## src/rtl/ahb_master_arbiter_if.sv

```systemverilog
`default_nettype none
// ahb_master_arbiter_if: the two AHB-Lite master ports and the shared slave port around the arbiter.
// The slave modport is the arbiter's view of the bus; master is the surrounding environment's view.
interface ahb_master_arbiter_if #(
    parameter int ADDR_W = 32,
    parameter int DATA_W = 32
);
    logic [ADDR_W-1:0] m0_HADDR;
    logic [1:0]        m0_HTRANS;
    logic              m0_HWRITE;
    logic [2:0]        m0_HSIZE;
    logic [DATA_W-1:0] m0_HWDATA;
    logic [DATA_W-1:0] m0_HRDATA;
    logic              m0_HREADY;
    logic              m0_HRESP;

    logic [ADDR_W-1:0] m1_HADDR;
    logic [1:0]        m1_HTRANS;
    logic              m1_HWRITE;
    logic [2:0]        m1_HSIZE;
    logic [DATA_W-1:0] m1_HWDATA;
    logic [DATA_W-1:0] m1_HRDATA;
    logic              m1_HREADY;
    logic              m1_HRESP;

    logic              s_HSEL;
    logic [ADDR_W-1:0] s_HADDR;
    logic [1:0]        s_HTRANS;
    logic              s_HWRITE;
    logic [2:0]        s_HSIZE;
    logic [DATA_W-1:0] s_HWDATA;
    logic              s_HREADY;
    logic [DATA_W-1:0] s_HRDATA;
    logic              s_HREADYOUT;
    logic              s_HRESP;

    modport slave (
        input  m0_HADDR, m0_HTRANS, m0_HWRITE, m0_HSIZE, m0_HWDATA,
        output m0_HRDATA, m0_HREADY, m0_HRESP,
        input  m1_HADDR, m1_HTRANS, m1_HWRITE, m1_HSIZE, m1_HWDATA,
        output m1_HRDATA, m1_HREADY, m1_HRESP,
        output s_HSEL, s_HADDR, s_HTRANS, s_HWRITE, s_HSIZE, s_HWDATA, s_HREADY,
        input  s_HRDATA, s_HREADYOUT, s_HRESP
    );

    modport master (
        output m0_HADDR, m0_HTRANS, m0_HWRITE, m0_HSIZE, m0_HWDATA,
        input  m0_HRDATA, m0_HREADY, m0_HRESP,
        output m1_HADDR, m1_HTRANS, m1_HWRITE, m1_HSIZE, m1_HWDATA,
        input  m1_HRDATA, m1_HREADY, m1_HRESP,
        input  s_HSEL, s_HADDR, s_HTRANS, s_HWRITE, s_HSIZE, s_HWDATA, s_HREADY,
        output s_HRDATA, s_HREADYOUT, s_HRESP
    );
endinterface
`default_nettype wire

```

## src/rtl/ahb_master_arbiter.sv

```systemverilog
`default_nettype none
//------------------------------------------------------------------------------
// ahb_master_arbiter: two-master (instruction/data) to one-slave AHB-Lite arbiter.
// Contested address phases are parked per master and replayed when the slave frees.
// Revision: 1.0
//------------------------------------------------------------------------------
module ahb_master_arbiter #(
    parameter int ADDR_W   = 32,
    parameter int DATA_W   = 32,
    parameter int ARB_MODE = 0
) (
    input  logic                HCLK,
    input  logic                HRESETn,
    ahb_master_arbiter_if.slave bus
);
    typedef enum logic [1:0] {
        OWN_NONE = 2'd0,
        OWN_M0   = 2'd1,
        OWN_M1   = 2'd2
    } owner_t;

    localparam logic [1:0] TRANS_IDLE   = 2'b00;
    localparam logic [1:0] TRANS_NONSEQ = 2'b10;

    owner_t            r_owner;
    owner_t            w_owner_nxt;
    logic              r_last_grant;
    logic [1:0]        r_pend_valid;
    logic [ADDR_W-1:0] r_pend_addr [2];
    logic [1:0]        r_pend_write;
    logic [2:0]        r_pend_size [2];
    logic [ADDR_W-1:0] r_hold_addr;
    logic              r_hold_write;
    logic [2:0]        r_hold_size;

    logic [ADDR_W-1:0] w_live_addr [2];
    logic [1:0]        w_live_write;
    logic [2:0]        w_live_size [2];
    logic [1:0]        w_live_req;
    logic [1:0]        w_ready;
    logic [1:0]        w_new;
    logic [1:0]        w_cand;
    logic              w_issue;
    logic              w_win;
    logic [ADDR_W-1:0] w_iss_addr;
    logic              w_iss_write;
    logic [2:0]        w_iss_size;
    logic [DATA_W-1:0] w_wdata;
    logic              w_own0;
    logic              w_own1;

    assign w_live_addr[0]  = bus.m0_HADDR;
    assign w_live_addr[1]  = bus.m1_HADDR;
    assign w_live_size[0]  = bus.m0_HSIZE;
    assign w_live_size[1]  = bus.m1_HSIZE;
    assign w_live_write    = {bus.m1_HWRITE, bus.m0_HWRITE};
    assign w_live_req      = {bus.m1_HTRANS[1], bus.m0_HTRANS[1]};

    // A parked master is always stalled; an owning master sees the slave's ready.
    assign w_ready[0] = !HRESETn || (!r_pend_valid[0] && ((r_owner != OWN_M0) || bus.s_HREADYOUT));
    assign w_ready[1] = !HRESETn || (!r_pend_valid[1] && ((r_owner != OWN_M1) || bus.s_HREADYOUT));

    assign w_new   = w_live_req & w_ready;
    assign w_cand  = r_pend_valid | w_new;
    assign w_issue = HRESETn && bus.s_HREADYOUT && (w_cand != 2'b00);
    assign w_win   = (&w_cand) ? ((ARB_MODE == 0) ? 1'b1 : ~r_last_grant) : w_cand[1];

    always_comb begin
        w_iss_addr  = w_live_addr[w_win];
        w_iss_write = w_live_write[w_win];
        w_iss_size  = w_live_size[w_win];
        if (r_pend_valid[w_win]) begin
            w_iss_addr  = r_pend_addr[w_win];
            w_iss_write = r_pend_write[w_win];
            w_iss_size  = r_pend_size[w_win];
        end
    end

    always_comb begin
        w_owner_nxt = r_owner;
        if (w_issue) begin
            w_owner_nxt = w_win ? OWN_M1 : OWN_M0;
        end else if (bus.s_HREADYOUT) begin
            w_owner_nxt = OWN_NONE;
        end
    end

    always_comb begin
        w_wdata = '0;
        case (r_owner)
            OWN_M0:  w_wdata = bus.m0_HWDATA;
            OWN_M1:  w_wdata = bus.m1_HWDATA;
            default: w_wdata = '0;
        endcase
    end

    assign w_own0 = HRESETn && (r_owner == OWN_M0);
    assign w_own1 = HRESETn && (r_owner == OWN_M1);

    assign bus.s_HSEL    = w_issue;
    assign bus.s_HTRANS  = w_issue ? TRANS_NONSEQ : TRANS_IDLE;
    assign bus.s_HADDR   = w_issue ? w_iss_addr  : r_hold_addr;
    assign bus.s_HWRITE  = w_issue ? w_iss_write : r_hold_write;
    assign bus.s_HSIZE   = w_issue ? w_iss_size  : r_hold_size;
    assign bus.s_HWDATA  = w_wdata;
    assign bus.s_HREADY  = bus.s_HREADYOUT;

    assign bus.m0_HRDATA = w_own0 ? bus.s_HRDATA : '0;
    assign bus.m0_HRESP  = w_own0 & bus.s_HRESP;
    assign bus.m0_HREADY = w_ready[0];
    assign bus.m1_HRDATA = w_own1 ? bus.s_HRDATA : '0;
    assign bus.m1_HRESP  = w_own1 & bus.s_HRESP;
    assign bus.m1_HREADY = w_ready[1];

    always_ff @(posedge HCLK) begin
        if (!HRESETn) begin
            r_owner      <= OWN_NONE;
            r_last_grant <= 1'b0;
            r_pend_valid <= '0;
            r_hold_addr  <= '0;
            r_hold_write <= 1'b0;
            r_hold_size  <= '0;
        end else begin
            r_owner <= w_owner_nxt;
            if (w_issue) begin
                r_last_grant <= w_win;
                r_hold_addr  <= w_iss_addr;
                r_hold_write <= w_iss_write;
                r_hold_size  <= w_iss_size;
            end
            for (int i = 0; i < 2; i++) begin
                if (w_issue && (w_win == i[0])) begin
                    r_pend_valid[i] <= 1'b0;
                end else if (w_new[i]) begin
                    r_pend_valid[i] <= 1'b1;
                end
            end
        end
    end

    // Payload is only consumed while its valid bit is set, so it needs no reset.
    always_ff @(posedge HCLK) begin
        for (int i = 0; i < 2; i++) begin
            if (w_new[i] && !(w_issue && (w_win == i[0]))) begin
                r_pend_addr[i]  <= w_live_addr[i];
                r_pend_write[i] <= w_live_write[i];
                r_pend_size[i]  <= w_live_size[i];
            end
        end
    end
endmodule
`default_nettype wire

```

## src/flat_wrapper.sv

```systemverilog
// flat-port wrapper written by rule: the top's interface ports become plain ports
module ahb_master_arbiter_flat 
#(
    parameter int ADDR_W   = 32,
    parameter int DATA_W   = 32,
    parameter int ARB_MODE = 0
)
  (HCLK, HRESETn, bus_m0_HADDR, bus_m0_HTRANS, bus_m0_HWRITE, bus_m0_HSIZE, bus_m0_HWDATA, bus_m0_HRDATA, bus_m0_HREADY, bus_m0_HRESP, bus_m1_HADDR, bus_m1_HTRANS, bus_m1_HWRITE, bus_m1_HSIZE, bus_m1_HWDATA, bus_m1_HRDATA, bus_m1_HREADY, bus_m1_HRESP, bus_s_HSEL, bus_s_HADDR, bus_s_HTRANS, bus_s_HWRITE, bus_s_HSIZE, bus_s_HWDATA, bus_s_HREADY, bus_s_HRDATA, bus_s_HREADYOUT, bus_s_HRESP);
  ahb_master_arbiter_if #(.ADDR_W(ADDR_W), .DATA_W(DATA_W)) bus_i ();
  input  logic HCLK;
  input  logic HRESETn;
  input wire logic [$bits(bus_i.m0_HADDR)-1:0] bus_m0_HADDR;
  input wire logic [$bits(bus_i.m0_HTRANS)-1:0] bus_m0_HTRANS;
  input wire logic [$bits(bus_i.m0_HWRITE)-1:0] bus_m0_HWRITE;
  input wire logic [$bits(bus_i.m0_HSIZE)-1:0] bus_m0_HSIZE;
  input wire logic [$bits(bus_i.m0_HWDATA)-1:0] bus_m0_HWDATA;
  output wire logic [$bits(bus_i.m0_HRDATA)-1:0] bus_m0_HRDATA;
  output wire logic [$bits(bus_i.m0_HREADY)-1:0] bus_m0_HREADY;
  output wire logic [$bits(bus_i.m0_HRESP)-1:0] bus_m0_HRESP;
  input wire logic [$bits(bus_i.m1_HADDR)-1:0] bus_m1_HADDR;
  input wire logic [$bits(bus_i.m1_HTRANS)-1:0] bus_m1_HTRANS;
  input wire logic [$bits(bus_i.m1_HWRITE)-1:0] bus_m1_HWRITE;
  input wire logic [$bits(bus_i.m1_HSIZE)-1:0] bus_m1_HSIZE;
  input wire logic [$bits(bus_i.m1_HWDATA)-1:0] bus_m1_HWDATA;
  output wire logic [$bits(bus_i.m1_HRDATA)-1:0] bus_m1_HRDATA;
  output wire logic [$bits(bus_i.m1_HREADY)-1:0] bus_m1_HREADY;
  output wire logic [$bits(bus_i.m1_HRESP)-1:0] bus_m1_HRESP;
  output wire logic [$bits(bus_i.s_HSEL)-1:0] bus_s_HSEL;
  output wire logic [$bits(bus_i.s_HADDR)-1:0] bus_s_HADDR;
  output wire logic [$bits(bus_i.s_HTRANS)-1:0] bus_s_HTRANS;
  output wire logic [$bits(bus_i.s_HWRITE)-1:0] bus_s_HWRITE;
  output wire logic [$bits(bus_i.s_HSIZE)-1:0] bus_s_HSIZE;
  output wire logic [$bits(bus_i.s_HWDATA)-1:0] bus_s_HWDATA;
  output wire logic [$bits(bus_i.s_HREADY)-1:0] bus_s_HREADY;
  input wire logic [$bits(bus_i.s_HRDATA)-1:0] bus_s_HRDATA;
  input wire logic [$bits(bus_i.s_HREADYOUT)-1:0] bus_s_HREADYOUT;
  input wire logic [$bits(bus_i.s_HRESP)-1:0] bus_s_HRESP;
  assign bus_i.m0_HADDR = bus_m0_HADDR;
  assign bus_i.m0_HTRANS = bus_m0_HTRANS;
  assign bus_i.m0_HWRITE = bus_m0_HWRITE;
  assign bus_i.m0_HSIZE = bus_m0_HSIZE;
  assign bus_i.m0_HWDATA = bus_m0_HWDATA;
  assign bus_m0_HRDATA = bus_i.m0_HRDATA;
  assign bus_m0_HREADY = bus_i.m0_HREADY;
  assign bus_m0_HRESP = bus_i.m0_HRESP;
  assign bus_i.m1_HADDR = bus_m1_HADDR;
  assign bus_i.m1_HTRANS = bus_m1_HTRANS;
  assign bus_i.m1_HWRITE = bus_m1_HWRITE;
  assign bus_i.m1_HSIZE = bus_m1_HSIZE;
  assign bus_i.m1_HWDATA = bus_m1_HWDATA;
  assign bus_m1_HRDATA = bus_i.m1_HRDATA;
  assign bus_m1_HREADY = bus_i.m1_HREADY;
  assign bus_m1_HRESP = bus_i.m1_HRESP;
  assign bus_s_HSEL = bus_i.s_HSEL;
  assign bus_s_HADDR = bus_i.s_HADDR;
  assign bus_s_HTRANS = bus_i.s_HTRANS;
  assign bus_s_HWRITE = bus_i.s_HWRITE;
  assign bus_s_HSIZE = bus_i.s_HSIZE;
  assign bus_s_HWDATA = bus_i.s_HWDATA;
  assign bus_s_HREADY = bus_i.s_HREADY;
  assign bus_i.s_HRDATA = bus_s_HRDATA;
  assign bus_i.s_HREADYOUT = bus_s_HREADYOUT;
  assign bus_i.s_HRESP = bus_s_HRESP;
  ahb_master_arbiter #(.ADDR_W(ADDR_W), .DATA_W(DATA_W), .ARB_MODE(ARB_MODE)) u_core (.HCLK(HCLK), .HRESETn(HRESETn), .bus(bus_i));
endmodule
```

## config.mk

```make
export PLATFORM = sky130hd
export DESIGN_NAME = ahb_master_arbiter_flat
export DESIGN_NICKNAME = d
export VERILOG_FILES = /design/src/rtl/ahb_master_arbiter_if.sv /design/src/rtl/ahb_master_arbiter.sv /design/src/flat_wrapper.sv
export SDC_FILE = /design/constraint.sdc
export NUM_CORES = 1
export LEC_CHECK = 0
export BUFFER_PORTS_ARGS = -buffer_cell sky130_fd_sc_hd__buf_2
export CORE_AREA = 2 2 121 123
export CTS_CLUSTER_DIAMETER = 120
export CTS_CLUSTER_SIZE = 30
export DETAILED_ROUTE_END_ITERATION = 10
export DIE_AREA = 0 0 123 125
export HOLD_SLACK_MARGIN = 0.1
export PLACE_DENSITY = 0.77
export SLEW_MARGIN = 20
export SYNTH_ARGS = -nofsm -noshare
export SYNTH_HDL_FRONTEND = slang
export SYNTH_SLANG_ARGS = --single-unit
export TNS_END_PERCENT = 1
```

## constraint.sdc

```tcl
create_clock -name HCLK -period 5.4 [get_ports HCLK]
set_input_delay 0.27 -clock HCLK [delete_from_list [all_inputs] [get_ports HCLK]]
set_output_delay 0.27 -clock HCLK [all_outputs]
set_load 0.02 [all_outputs]
```

==> impl_results.md <==
- HPWL Detailed: 16.6 mm
- Via count: 6735
- Final WS setup: ~1700 ps
- Startpoint types: flip-flop
- CTS buffer count: 9
- Ys flop type: edfxtp_1
- First-pass DRT Iterations: 5
- Vias/cell: 5.91
- RSZ-0062 raised after global routing: no
- Critical path data arrival time: 3470 ps
- Asr flop ratio synth: 0%
- Vias in the first global route: 6021
- Clock sink count: 112
- Share of cells above drive strength 1: 37.0%
- Die height: around 130 um
- Worst-Margin Slew: 1100 ps
- Syn. warnings: 0
- Die width: 123 um
- Outcome: finished, final reports clean
- Final clock period utilization by the worst path: 69.3%
- First-pass GRT wire length: 35.0 mm
- Max-slew violation total from the final report: 0
- Slowest cell on the critical path: a21oi_1
- Slew HR: roughly a quarter
- Initial Util: 45.9%
- Number of H-tree levels: 3
- Worst hold-check path type: in2reg
- Post-DP Area: between 0.007 and 0.008 mm^2
- Synthesis-to-layout area growth: 27.4%
- Pin count of the biggest net entering global routing: 90
- Most frequent CP cell: a21oi_1
- Hold WS: 102 ps
- Tot Pwr: 2.20 mW
- Number of synthesized flops with an enable pin: 72
- Core Area: 0.0142 mm^2
- Routed wire length per instance: 20.8 um
- Post-synthesis average cell area: 9.38 um^2
- Syn Std Cell Area: 0.00651 mm^2
- CP Cell Sequence: inv_1 -> ha_2 -> nand3b_4 -> a21oi_1 -> o21ai_0 -> a21oi_1 -> buf_2
- # rows: 44
- Final min period: 3740 ps
- Biggest area contributors in the synthesized netlist: edfxtp_1 (33%), dfxtp_1 (12%), a21oi_1 (10%)
- Nets: around 1100
- Initial DRC count: between 1000 and 1500
- Post-route ant nets: 0
- # setup viols final: 0
- Final Hold Fails: 0
- Setup crit end kind: primary output
- Gate Count Post-Synth: 694
- CP required: ~5100 ps
- Fmax: 267 MHz
- Root buffer cell: clkbuf_16
- Syn_nets: 872
- Post-Place Setup Slack: 2100 ps
- Total Negative Setup Slacks: 0 ps
- Worst Skew: 11.7 ps
- Ports: 316
- Fin area: 0.00830 mm^2
- Max Cap Viol: 0
- Clock transition at the registers of the reported paths: 80 ps
- Netlist cell types: 38
- CP peak stage delay: 1010 ps
- Total overflow reported by the global router: 0
- Critical path type: reg2out
- Final core utilization: 58.4%
- Die ar.: between 0.015 and 0.02 mm^2
- Peak supply drop: 0.172 mV
- Skew-Pair Late Insertion Delay: 350 ps
- Buffers on Ports: 312
- Leakage: ~3.9 nW
- DRC errors left: 0
- Cell area power density: 265 mW/mm^2
- Yosys reg bits: between 100 and 150
- Cell count after placement: 1116
- Synth top area share: 33.2%
- Drt total wl: 23.7 mm
- Area leader, netlist: edfxtp_1
- CP Max Fanout: 36
- Clock Path Buffers: 2
- Antenna violations before repair: 3
- Placer Congestion: 0.903
- CTS tree: done
- Final Non-Filler Cells: 1139
- Total Routing Usage GR: around 30%
- Sequential share of the synthesized area: 45.5%
placed cells by master (no fill, tap or decap), types with 2 or more instances in the layout:
| cell type | instances |
|---|---|
| a22oi_1 | 32 |
| clkinv_2 | 2 |
| dfxtp_1 | 39 |
| ha_2 | 2 |
| nand3b_4 | 2 |
| nor4b_1 | 10 |
| a21oi_1 | 131 |
| dlygate4sd3_1 | 4 |
| nor2b_4 | 2 |
| nand3b_1 | 26 |
| nor2_1 | 69 |
| or2_2 | 2 |
| diode_2 | 3 |
| o21ai_1 | 7 |
| buf_2 | 311 |
| a2bb2oi_1 | 26 |
| and3_1 | 66 |
| o22ai_1 | 2 |
| nor2b_1 | 2 |
| clkbuf_8 | 2 |
| a211oi_1 | 26 |
| a221o_1 | 10 |
| nor3b_1 | 3 |
| edfxtp_1 | 72 |
| nand2_1 | 2 |
| clkbuf_16 | 9 |
| a21oi_4 | 2 |
| o31ai_1 | 26 |
| inv_1 | 3 |
| nand2b_1 | 27 |
| a2111oi_2 | 2 |
| buf_4 | 9 |
| o21ai_0 | 12 |
synth_stat cells (22+ instances only):
cell / number
a2bb2oi_1: 26
edfxtp_1: 72
clkbuf_1: 39
nor2_1: 69
nand3b_1: 26
o31ai_1: 26
and3_1: 67
nand2b_1: 27
a21oi_1: 132
buf_2: 22
a211oi_1: 26
dfxtp_1: 40
a22oi_1: 32
worst max-delay path, delay by kind of cell, from the launching register on:
family	cells	cell delay [ps]
flip-flops	1	330
AND/OR/NAND/NOR	1	430
adder cells (fa/ha/maj)	1	570
buffers and inverters	2	240
AO/OA/AOI/OAI	3	1520
what timing repair did:
action | 4_1_cts | 5_1_grt
endpoints found under the hold margin | 1 | 3
hold buffers | 1 | 3
buffers inserted | 0 | 0
resized for setup | 0 | 0
per-layer routing:
metal  up-vias  part of all wire (%)  global-route usage [%]
met1      3192                    44                    44.3
met3        31                   9.8                    7.48
met5         -                 0.042                       0
met4         2                   2.0                    6.68
met2       376                    44                    43.7
li1       3134                     -                       -
sequential cells by signal, summed over array words and instances, names as in the netlist:
register	cells
u_core.r_pend_valid	2
u_core.r_hold_addr	32
u_core.r_pend_write	2
u_core.r_pend_size	6
u_core.r_hold_size	3
u_core.r_owner	2
u_core.r_pend_addr	64
u_core.r_hold_write	1
path summary, 6_finish.rpt:
kind                            slack [ps]  cells past startpoint                         to               from
worst max-delay path                  1660                      7            bus_s_HADDR[24]  u_core.r_owner[0]
worst min-delay path                   100                      1  u_core.r_pend_addr[1][14]   bus_m1_HADDR[14]
worst max register to register        2050                      6  u_core.r_pend_addr[0][28]  u_core.r_owner[0]
worst min register to register         490                      2          u_core.r_owner[0]  u_core.r_owner[0]
where the power goes:
| group | leakage, nW | total (mW) | switching, mW | internal (mW) |
|---|---|---|---|---|
| clock | 0.139 | 0.648 | 0.308 | 0.339 |
| sequential | 1.02 | 1.01 | 0.0251 | 0.982 |
| combinational | 2.70 | 0.547 | 0.346 | 0.201 |
| total | 3.86 | 2.20 | 0.680 | 1.52 |
final cells by class:
| cell class | count | area [um^2] |
|---|---|---|
| Sequential cell | 112 | 2970 |
| Antenna cell | 3 | 7.51 |
| Inverter | 3 | 11.3 |
| Multi-Input combinational cell | 497 | 3140 |
| Clock inverter | 4 | 26.3 |
| Fill cell | 1324 | 5900 |
| Tap cell | 184 | 230 |
| Clock buffer | 12 | 256 |
| Timing Repair Buffer | 324 | 1660 |
cells by family after synthesis:
kind of cell	synth area share, %
adder cells (fa/ha/maj)	0.384
AND/OR/NAND/NOR	19.4
AO/OA/AOI/OAI	27.8
other	0.0576
buffers and inverters	6.84
flip-flops	45.5
Power figures use the tool's default switching activity.
